--- config.mk ---
export PLATFORM = sky130hd
export DESIGN_NAME = friet_stream_buffer_out
export DESIGN_NICKNAME = d
export VERILOG_FILES = /design/src/rtl/friet_stream_buffer_out.sv
export SDC_FILE = /design/constraint.sdc
export NUM_CORES = 1
export LEC_CHECK = 0
export ABC_AREA = 1
export CAP_MARGIN = 25
export CORE_ASPECT_RATIO = 0.7
export CORE_MARGIN = 3
export CORE_UTILIZATION = 28
export CTS_CLUSTER_SIZE = 16
export DETAILED_ROUTE_END_ITERATION = 7
export PLACE_DENSITY = 0.59
export SETUP_SLACK_MARGIN = 0.2
export SKIP_LAST_GASP = 1
export SLEW_MARGIN = 5
export SYNTH_ARGS = -nofsm -noshare
export SYNTH_HDL_FRONTEND = slang
export SYNTH_SLANG_ARGS = --single-unit
--- constraint.sdc ---
create_clock -name clk -period 7.5 [get_ports clk]
set_input_delay 1.875 -clock clk [delete_from_list [all_inputs] [get_ports clk]]
set_output_delay 1.875 -clock clk [all_outputs]
set_load 0.005 [all_outputs]
--- src/rtl/friet_stream_buffer_out.sv ---
// -----------------------------------------------------------------------------
// friet_stream_buffer_out
//
// Wide-to-narrow stream serializer. Holds one DIN_WIDTH block taken from the
// FRIET core output and emits it on the narrow output bus as DOUT_WIDTH words,
// lowest bytes first. Every word carries its own byte count, and the final
// word of a last block is flagged with dout_last.
//
// Ports
//   clk, rst           clock (rising edge) and synchronous active-high reset
//   din                wide block, byte 0 in bits [7:0]
//   din_size           valid bytes in din (values above the block size clamp)
//   din_last           block is the last of the message
//   din_valid/ready    input handshake
//   dout               narrow word, low DOUT_WIDTH bits of the held block
//   dout_size          valid bytes in dout, min(remaining, DOUT_WIDTH/8)
//   dout_valid/ready   output handshake
//   dout_last          word is the final word of the final block
//   reg_buffer_empty   no block currently held
//
// Configuration macro
//   FRIET_STREAM_BUFFER_OUT_ZERO_PAD_EN
//     defined   : dout bytes at index >= dout_size are driven to zero
//     undefined : dout is the raw low word of the buffer (stale bytes visible)
// -----------------------------------------------------------------------------
module friet_stream_buffer_out #(
  parameter int DIN_WIDTH       = 128,
  parameter int DIN_SIZE_WIDTH  = 4,
  parameter int DOUT_WIDTH      = 32,
  parameter int DOUT_SIZE_WIDTH = 2
) (
  input  logic                       clk,
  input  logic                       rst,
  input  logic [DIN_WIDTH-1:0]       din,
  input  logic [DIN_SIZE_WIDTH:0]    din_size,
  input  logic                       din_last,
  input  logic                       din_valid,
  output logic                       din_ready,
  output logic [DOUT_WIDTH-1:0]      dout,
  output logic [DOUT_SIZE_WIDTH:0]   dout_size,
  output logic                       dout_valid,
  input  logic                       dout_ready,
  output logic                       dout_last,
  output logic                       reg_buffer_empty
);

  localparam int WORD_BYTES  = DOUT_WIDTH / 8;
  localparam int BLOCK_BYTES = DIN_WIDTH / 8;
  localparam logic [DIN_SIZE_WIDTH:0]  WORD_BYTES_W  = (DIN_SIZE_WIDTH+1)'(WORD_BYTES);
  localparam logic [DIN_SIZE_WIDTH:0]  BLOCK_BYTES_W = (DIN_SIZE_WIDTH+1)'(BLOCK_BYTES);
  localparam logic [DOUT_SIZE_WIDTH:0] WORD_BYTES_O  = (DOUT_SIZE_WIDTH+1)'(WORD_BYTES);

  logic [DIN_WIDTH-1:0]      reg_buffer_q, reg_buffer_d;
  logic [DIN_SIZE_WIDTH:0]   reg_remaining_q, reg_remaining_d;
  logic                      reg_last_q, reg_last_d;
  logic                      reg_full_q, reg_full_d;

  logic                      last_word;
  logic                      dout_hs;
  logic                      din_hs;
  logic                      din_drop;
  logic [DIN_SIZE_WIDTH:0]   din_size_clamped;

  // The word currently on dout is the final one of the held block.
  assign last_word = (reg_remaining_q <= WORD_BYTES_W);
  assign dout_hs   = reg_full_q & dout_ready;

  // A new block may load in the same cycle the final word leaves, so
  // consecutive blocks stream without a bubble.
  assign din_ready = ~rst & (~reg_full_q | (dout_hs & last_word));
  assign din_hs    = din_valid & din_ready;

  assign din_size_clamped = (din_size > BLOCK_BYTES_W) ? BLOCK_BYTES_W : din_size;
  // An empty non-last block carries nothing: accept it but never hold it.
  assign din_drop         = (din_size_clamped == '0) & ~din_last;

  always_comb begin
    reg_buffer_d    = reg_buffer_q;
    reg_remaining_d = reg_remaining_q;
    reg_last_d      = reg_last_q;
    reg_full_d      = reg_full_q;

    if (dout_hs) begin
      if (last_word) begin
        reg_full_d = 1'b0;
      end else begin
        reg_buffer_d    = reg_buffer_q >> DOUT_WIDTH;
        reg_remaining_d = reg_remaining_q - WORD_BYTES_W;
      end
    end

    if (din_hs && !din_drop) begin
      reg_buffer_d    = din;
      reg_remaining_d = din_size_clamped;
      reg_last_d      = din_last;
      reg_full_d      = 1'b1;
    end
  end

  always_ff @(posedge clk) begin
    if (rst) begin
      reg_full_q      <= 1'b0;
      reg_remaining_q <= '0;
      reg_last_q      <= 1'b0;
    end else begin
      reg_full_q      <= reg_full_d;
      reg_remaining_q <= reg_remaining_d;
      reg_last_q      <= reg_last_d;
    end
  end

  // Data path carries no reset; its content is meaningless while empty.
  always_ff @(posedge clk) begin
    reg_buffer_q <= reg_buffer_d;
  end

  assign dout_valid       = reg_full_q;
  assign dout_last        = reg_full_q & reg_last_q & last_word;
  assign reg_buffer_empty = ~reg_full_q;
  // remaining never exceeds WORD_BYTES on the last word, so the low bits suffice.
  assign dout_size        = last_word ? reg_remaining_q[DOUT_SIZE_WIDTH:0] : WORD_BYTES_O;

`ifdef FRIET_STREAM_BUFFER_OUT_ZERO_PAD_EN
  for (genvar gi = 0; gi < WORD_BYTES; gi++) begin : g_pad
    assign dout[8*gi +: 8] = ((DOUT_SIZE_WIDTH+1)'(gi) < dout_size) ? reg_buffer_q[8*gi +: 8] : 8'h00;
  end
`else
  assign dout = reg_buffer_q[DOUT_WIDTH-1:0];
`endif

endmodule

==> flow_summary.yaml, run 1 <==
setup_path:
  max_stage_delay_ns: 0.51
  critical_path.top_delay_family: "buffers and inverters"
  path_class: "input port to output port"
  cp_common_cell: "clkdlybuf4s50_1"
  endpoint_kind: "output port"
  crit_buf_inv: 4
  cp_slowest_cell: "clkdlybuf4s50_1"
  crit_fanout: 9
  cp-start-kind: "input port"
  reg2reg_setup_slack_ns: 4.84
  path_cells: "clkdlybuf4s50_1, clkinv_1, nand2_1, inv_1, clkdlybuf4s50_1"
  arrival_ns: 3.29
  crit_required_ns: 5.62
route:
  routed_wl_um: 14200
  vias: 4197
  detail-route-antenna-nets: 0
  first_pass_iters: 4
  avgRoutedWirePerCell_um: 13.6
  drt_iter0_markers: 220
  drc: 0
  viasPerCell: 4.00
clock_tree:
  numCtsBuffers: 17
  post_cts_buffers: 0
  worstSkewPairLatency_ns: 0.41
  cts_tree: "built"
  cts_root_buffer: "clkbuf_16"
  postCtsResizedCells: 0
  cts_hold_buffers: 0
  cts_sinks: 135
  cts.clk_slew.worst_paths_ns: 0.06
  htreeDepth: 4
  clock_path_buffers: 2
pwr:
  p_int_mw: 1.54
  clock_power_share_pct: 40.6
  finalPower_mw: 2.02
  p_leak_nw: 3.51
  combPwrFrac_pct: 13.2
  powerDensity_nw_per_um2: 241
  ir_worst_vdd_mv: 0.155
  sequentialPowerShare_pct: 46.2
  p_sw_mw: 0.480
  swShare_pct: 23.8
grt:
  grtUsageMet1_pct: 16.7
  grt_pass1_vias: 4104
  grt-ovfl-total: 0
  grt_pass1_wl_um: 21700
  gr-usage-met3_pct: 3.33
  grt_max_degree: 102
  use_met2_pct: 18.0
  busiest_layer: "met2"
  grt_antenna_before_repair: 1
  grtUsageTotal_pct: 12.0
place:
  numPortBuffers: 176
  dp.cells: 1016
  gp_congestion: 0.762
  post-place-ws_ns: 2.32
  place_hpwl_um: 9590
synthesis:
  yosys_warnings: 0
  ys_ff_latch: 135
  synth_cell_types: 21
  ys_top_cells_by_area: "edfxtp_1 64%, nand2_1 19%, buf_4 5.2%, inv_1 2.6%, nor2_1 2.6%"
  yosysTopAreaCell: "edfxtp_1"
  synth_nets: 757
  yosysTopAreaCellShare_pct: 63.5
  synthesis.area_um2: 6050
  synth_seq_area_share_pct: 65.9
  syn_area_per_cell_um2: 9.80
  synthCells: 617
timing:
  hold_viol: 0
  clock_skew_ns: 0.00928
  rsz0062_at_grt: "false"
  setup_tns_ns: 0
  finalMaxSlewViolations: 0
  period_share_pct: 68.9
  setup_violations: 0
  fin_hold_ws_ns: 0.467
  setup_slack_ns: 2.33
  layout_min_cycle_time_ns: 5.17
  worst_pin_slew_ns: 0.796
  fmax_ghz: 0.193
  slew_headroom_pct: 46.9
floorplan:
  die_area_um2: 23400
  start_util_pct: 28.8
  num_io_pins: 177
  core_area_um2: 21000
  rows: 44
  dieWidth_um: 182
  die_h_um: 129
cells_and_area:
  nNetsFinal: 899
  layout.filler_cells: 2112
  layout_common_cells: "312 x nand2_1, 176 x clkdlybuf4s50_1, 128 x edfxtp_1"
  drive_above_1_share_pct: 5.18
  layout.cells.non_filler: 1049
  final_common_cell: "nand2_1"
  multi_input_area_um2: 1500
  area_delta_synth_final_pct: 38.6
  seqCellArea_um2: 3980
status:
  status: "finished clean"
flow_run:
  drv_cap: 0
worst_hold_path:
  hold_class: "register to register"
power by group through the flow:
stage | Sequential (mW) | Clock (mW) | Combinational [mW]
final | 0.934 | 0.820 | 0.267
after global routing | 0.940 | 0.875 | 0.299
after CTS | 0.935 | 0.848 | 0.274
after detailed placement | 0.951 | 0 | 0.273
after global placement | 0.949 | 0 | 0.270
after floorplan | 0.954 | 0 | 0.147
final cells by class:
| type | count | share of cell area [%] |
|---|---|---|
| flip-flops and latches | 135 | 47.5 |
| clock buffers | 17 | 5.07 |
| well taps | 276 | 4.12 |
| repair buffers | 180 | 21.5 |
| inverters | 47 | 2.12 |
| clock inverters | 15 | 1.79 |
| multi-input cells | 378 | 17.9 |
| diodes | 1 | 0.0298 |
per-stage QoR:
stage / utilization, % / instance area [um2]
finish: 40.0 / 8390
floorplan: - / 6050
CTS: 40.0 / 8380
detailed placement: 37.2 / 7810
global route: 40.0 / 8390
global placement: 37.2 / 7810
layer usage:
layer	share of wire, %	vias up
met5	0	-
met4	1.6	0
met3	5.2	16
met2	44	103
met1	49	1872
li1	-	2206
logic make-up (layout without fill, tap and decap cells):
family          after synthesis  in the layout  share of synthesized area [%]
compound gates                6              6                          0.538
xor+xnor                      1              1                          0.145
fa+ha+maj                     2              2                          0.414
buf+inv                     104            259                           9.66
flops                       135            135                           65.9
other cells                   0              1                              0
simple gates                369            369                           23.4
final timing paths:
path,start,to,cells past startpoint
setup / recovery,rst,din_ready,5
hold / removal,reg_last_q,reg_last_q,2
hold reg to reg,reg_last_q,reg_last_q,2
setup reg to reg,reg_remaining_q[3],reg_buffer_q[32],8
state kept, by name (all words and copies together), names as in the netlist:
register,count
reg_buffer_q,128
reg_remaining_q,5
dout_valid,1
reg_last_q,1
Yosys cell counts:
master	n
nand4_2	1
o21ai_0	2
nand2_1	313
inv_2	3
o21a_1	1
ha_1	2
or2_1	1
xor2_1	1
nand4_1	2
nand3_1	9
nor4_1	1
dfxtp_1	7
nor2_1	42
a21oi_1	3
buf_6	3
buf_4	42
clkinv_1	2
buf_1	1
inv_1	42
edfxtp_1	128
buf_2	11
worst reg2reg max path: stages (launching register included):
cell,delay (ns)
dfxtp_1,0.33
inv_1,0.08
ha_1,0.18
nand3_1,0.09
nand3_1,0.13
nand4_4,0.13
buf_4,0.54
nand2_4,0.42
buf_12,0.40
Power figures use the tool's default switching activity.
==> run 2: changes to the inputs <==
clock period = 5.25 ns   (was 7.5 ns; I/O delays follow)
==> run 2 against run 1 <==
Effect of this change:
- sequential share of layout area up 0.29 points
- worst setup slack worse by 1.1 ns
- combinational power up 42%
- register-to-register slack worse by 2.1 ns
- global-route usage up 0.12 points
- wire length down 0.22%
- design area down 0.61%
- core utilization down 0.24 points
- sequential cell count unchanged
- hold slack better by 0.015 ns
- first-iteration DRC count up 4.5%
- critical path type unchanged
- critical endpoint unchanged
==> flow_summary.yaml, run 2 (synthesis gave the netlist of run 1 again) <==
pwr:
  p_sw_mw: 0.683
  clock_power_share_pct: 38.4
  sequentialPowerShare_pct: 48.0
  swShare_pct: 24.5
  p_int_mw: 2.10
  powerDensity_nw_per_um2: 334
  combPwrFrac_pct: 13.6
  p_leak_nw: 3.48
  ir_worst_vdd_mv: 0.172
  finalPower_mw: 2.79
clock_tree:
  cts_tree: "built"
  clock_path_buffers: 2
  worstSkewPairLatency_ns: 0.41
  htreeDepth: 4
  post_cts_buffers: 0
  cts_sinks: 135
  cts.clk_slew.worst_paths_ns: 0.05
  postCtsResizedCells: 0
  cts_hold_buffers: 0
  numCtsBuffers: 17
  cts_root_buffer: "clkbuf_16"
setup_path:
  path_class: "input port to output port"
  arrival_ns: 2.69
  cp_slowest_cell: "clkdlybuf4s50_1"
  max_stage_delay_ns: 0.50
  crit_required_ns: 3.94
  cp_common_cell: "clkdlybuf4s50_1"
  cp-start-kind: "input port"
  path_cells: "clkdlybuf4s50_1, clkinv_1, nand2_1, inv_1, clkdlybuf4s50_1"
  endpoint_kind: "output port"
  crit_fanout: 9
timing:
  period_share_pct: 76.3
  rsz0062_at_grt: "false"
  finalMaxSlewViolations: 0
  setup_tns_ns: 0
  fmax_ghz: 0.250
  setup_violations: 0
  slew_headroom_pct: 28.6
  hold_viol: 0
  layout_min_cycle_time_ns: 4.00
  worst_pin_slew_ns: 1.07
  clock_skew_ns: 0.00833
grt:
  grt_pass1_vias: 4174
  grt-ovfl-total: 0
  grt_pass1_wl_um: 22100
  grtUsageTotal_pct: 12.2
  grt_max_degree: 129
  grt_antenna_before_repair: 0
cells_and_area:
  final_util_pct: 39.7
  area_delta_synth_final_pct: 37.8
  largest_register: "reg_buffer_q"
  layout_common_cells: "312 x nand2_1, 176 x clkdlybuf4s50_1, 128 x edfxtp_1"
  final_common_cell: "nand2_1"
  insertedDiodeCount: 0
  layout.filler_cells: 2113
  nNetsFinal: 899
  drive_above_1_share_pct: 5.05
  multi_input_area_um2: 1510
  finalInstanceArea_um2: 8340
  seqCellArea_um2: 3980
  largest_reg_flops: 128
  largest_registers: "reg_buffer_q x128, reg_remaining_q x5"
route:
  vias: 4155
  detail-route-antenna-nets: 0
  first_pass_iters: 5
  viasPerCell: 3.96
  avgRoutedWirePerCell_um: 13.5
  drt_iter0_markers: 230
  routed_wl_um: 14200
  drc: 0
floorplan:
  num_io_pins: 177
  die_area_um2: 23400
  core_area_um2: 21000
  die_h_um: 129
  rows: 44
  dieWidth_um: 182
  start_util_pct: 28.8
place:
  placedInstanceArea_um2: 7800
  gp_congestion: 0.748
  numPortBuffers: 176
  place_hpwl_um: 9560
worst_hold_path:
  hold_class: "register to register"
status:
  status: "finished clean"
flow_run:
  drv_cap: 0
-- run 2: metrics by stage --
stage	std cells	worst slack, ns	hold slack, ns
6_report	1048	1.25	0.483
5_1_grt	1048	1.16	0.526
4_1_cts	1048	1.24	0.486
3_5_place_dp	1016	1.24	0.478
3_3_place_gp	1016	1.24	0.476
2_1_floorplan	617	1.24	0.443
-- run 2: final timing paths --
check	startpoint	end	slack, ns	cells after the start
worst min-delay path	reg_last_q	reg_last_q	0.48	2
worst min register to register	reg_last_q	reg_last_q	0.48	2
worst max register to register	reg_remaining_q[3]	reg_buffer_q[84]	2.72	7
worst max-delay path	rst	din_ready	1.25	5
-- run 2: critical path, delay by kind of cell --
| family | cells | cell delay [ns] |
|---|---|---|
| buffers and inverters | 4 | 1.23 |
| AND/OR/NAND/NOR | 1 | 0.15 |
-- run 2: cell type report --
type	count	area share, %
clock buffers	17	5.10
clock inverters	15	1.26
inverters	47	2.13
multi-input cells	378	18.1
flip-flops and latches	135	47.8
well taps	276	4.14
repair buffers	180	21.5
-- run 2: power by group through the flow --
stage | Sequential [mW] | Clock [mW] | Combinational, mW
after floorplan | 1.36 | 0 | 0.210
after global placement | 1.36 | 0 | 0.387
after detailed placement | 1.36 | 0 | 0.388
after CTS | 1.34 | 1.11 | 0.390
after global routing | 1.35 | 1.15 | 0.429
final | 1.34 | 1.07 | 0.380
-- run 2: metal layers --
layer  track usage (%)  part of all wire (%)
met2              18.3                    45
met3              3.00                   4.6
met1              16.9                    49
met5                 0                     0
met4              4.83                   1.3
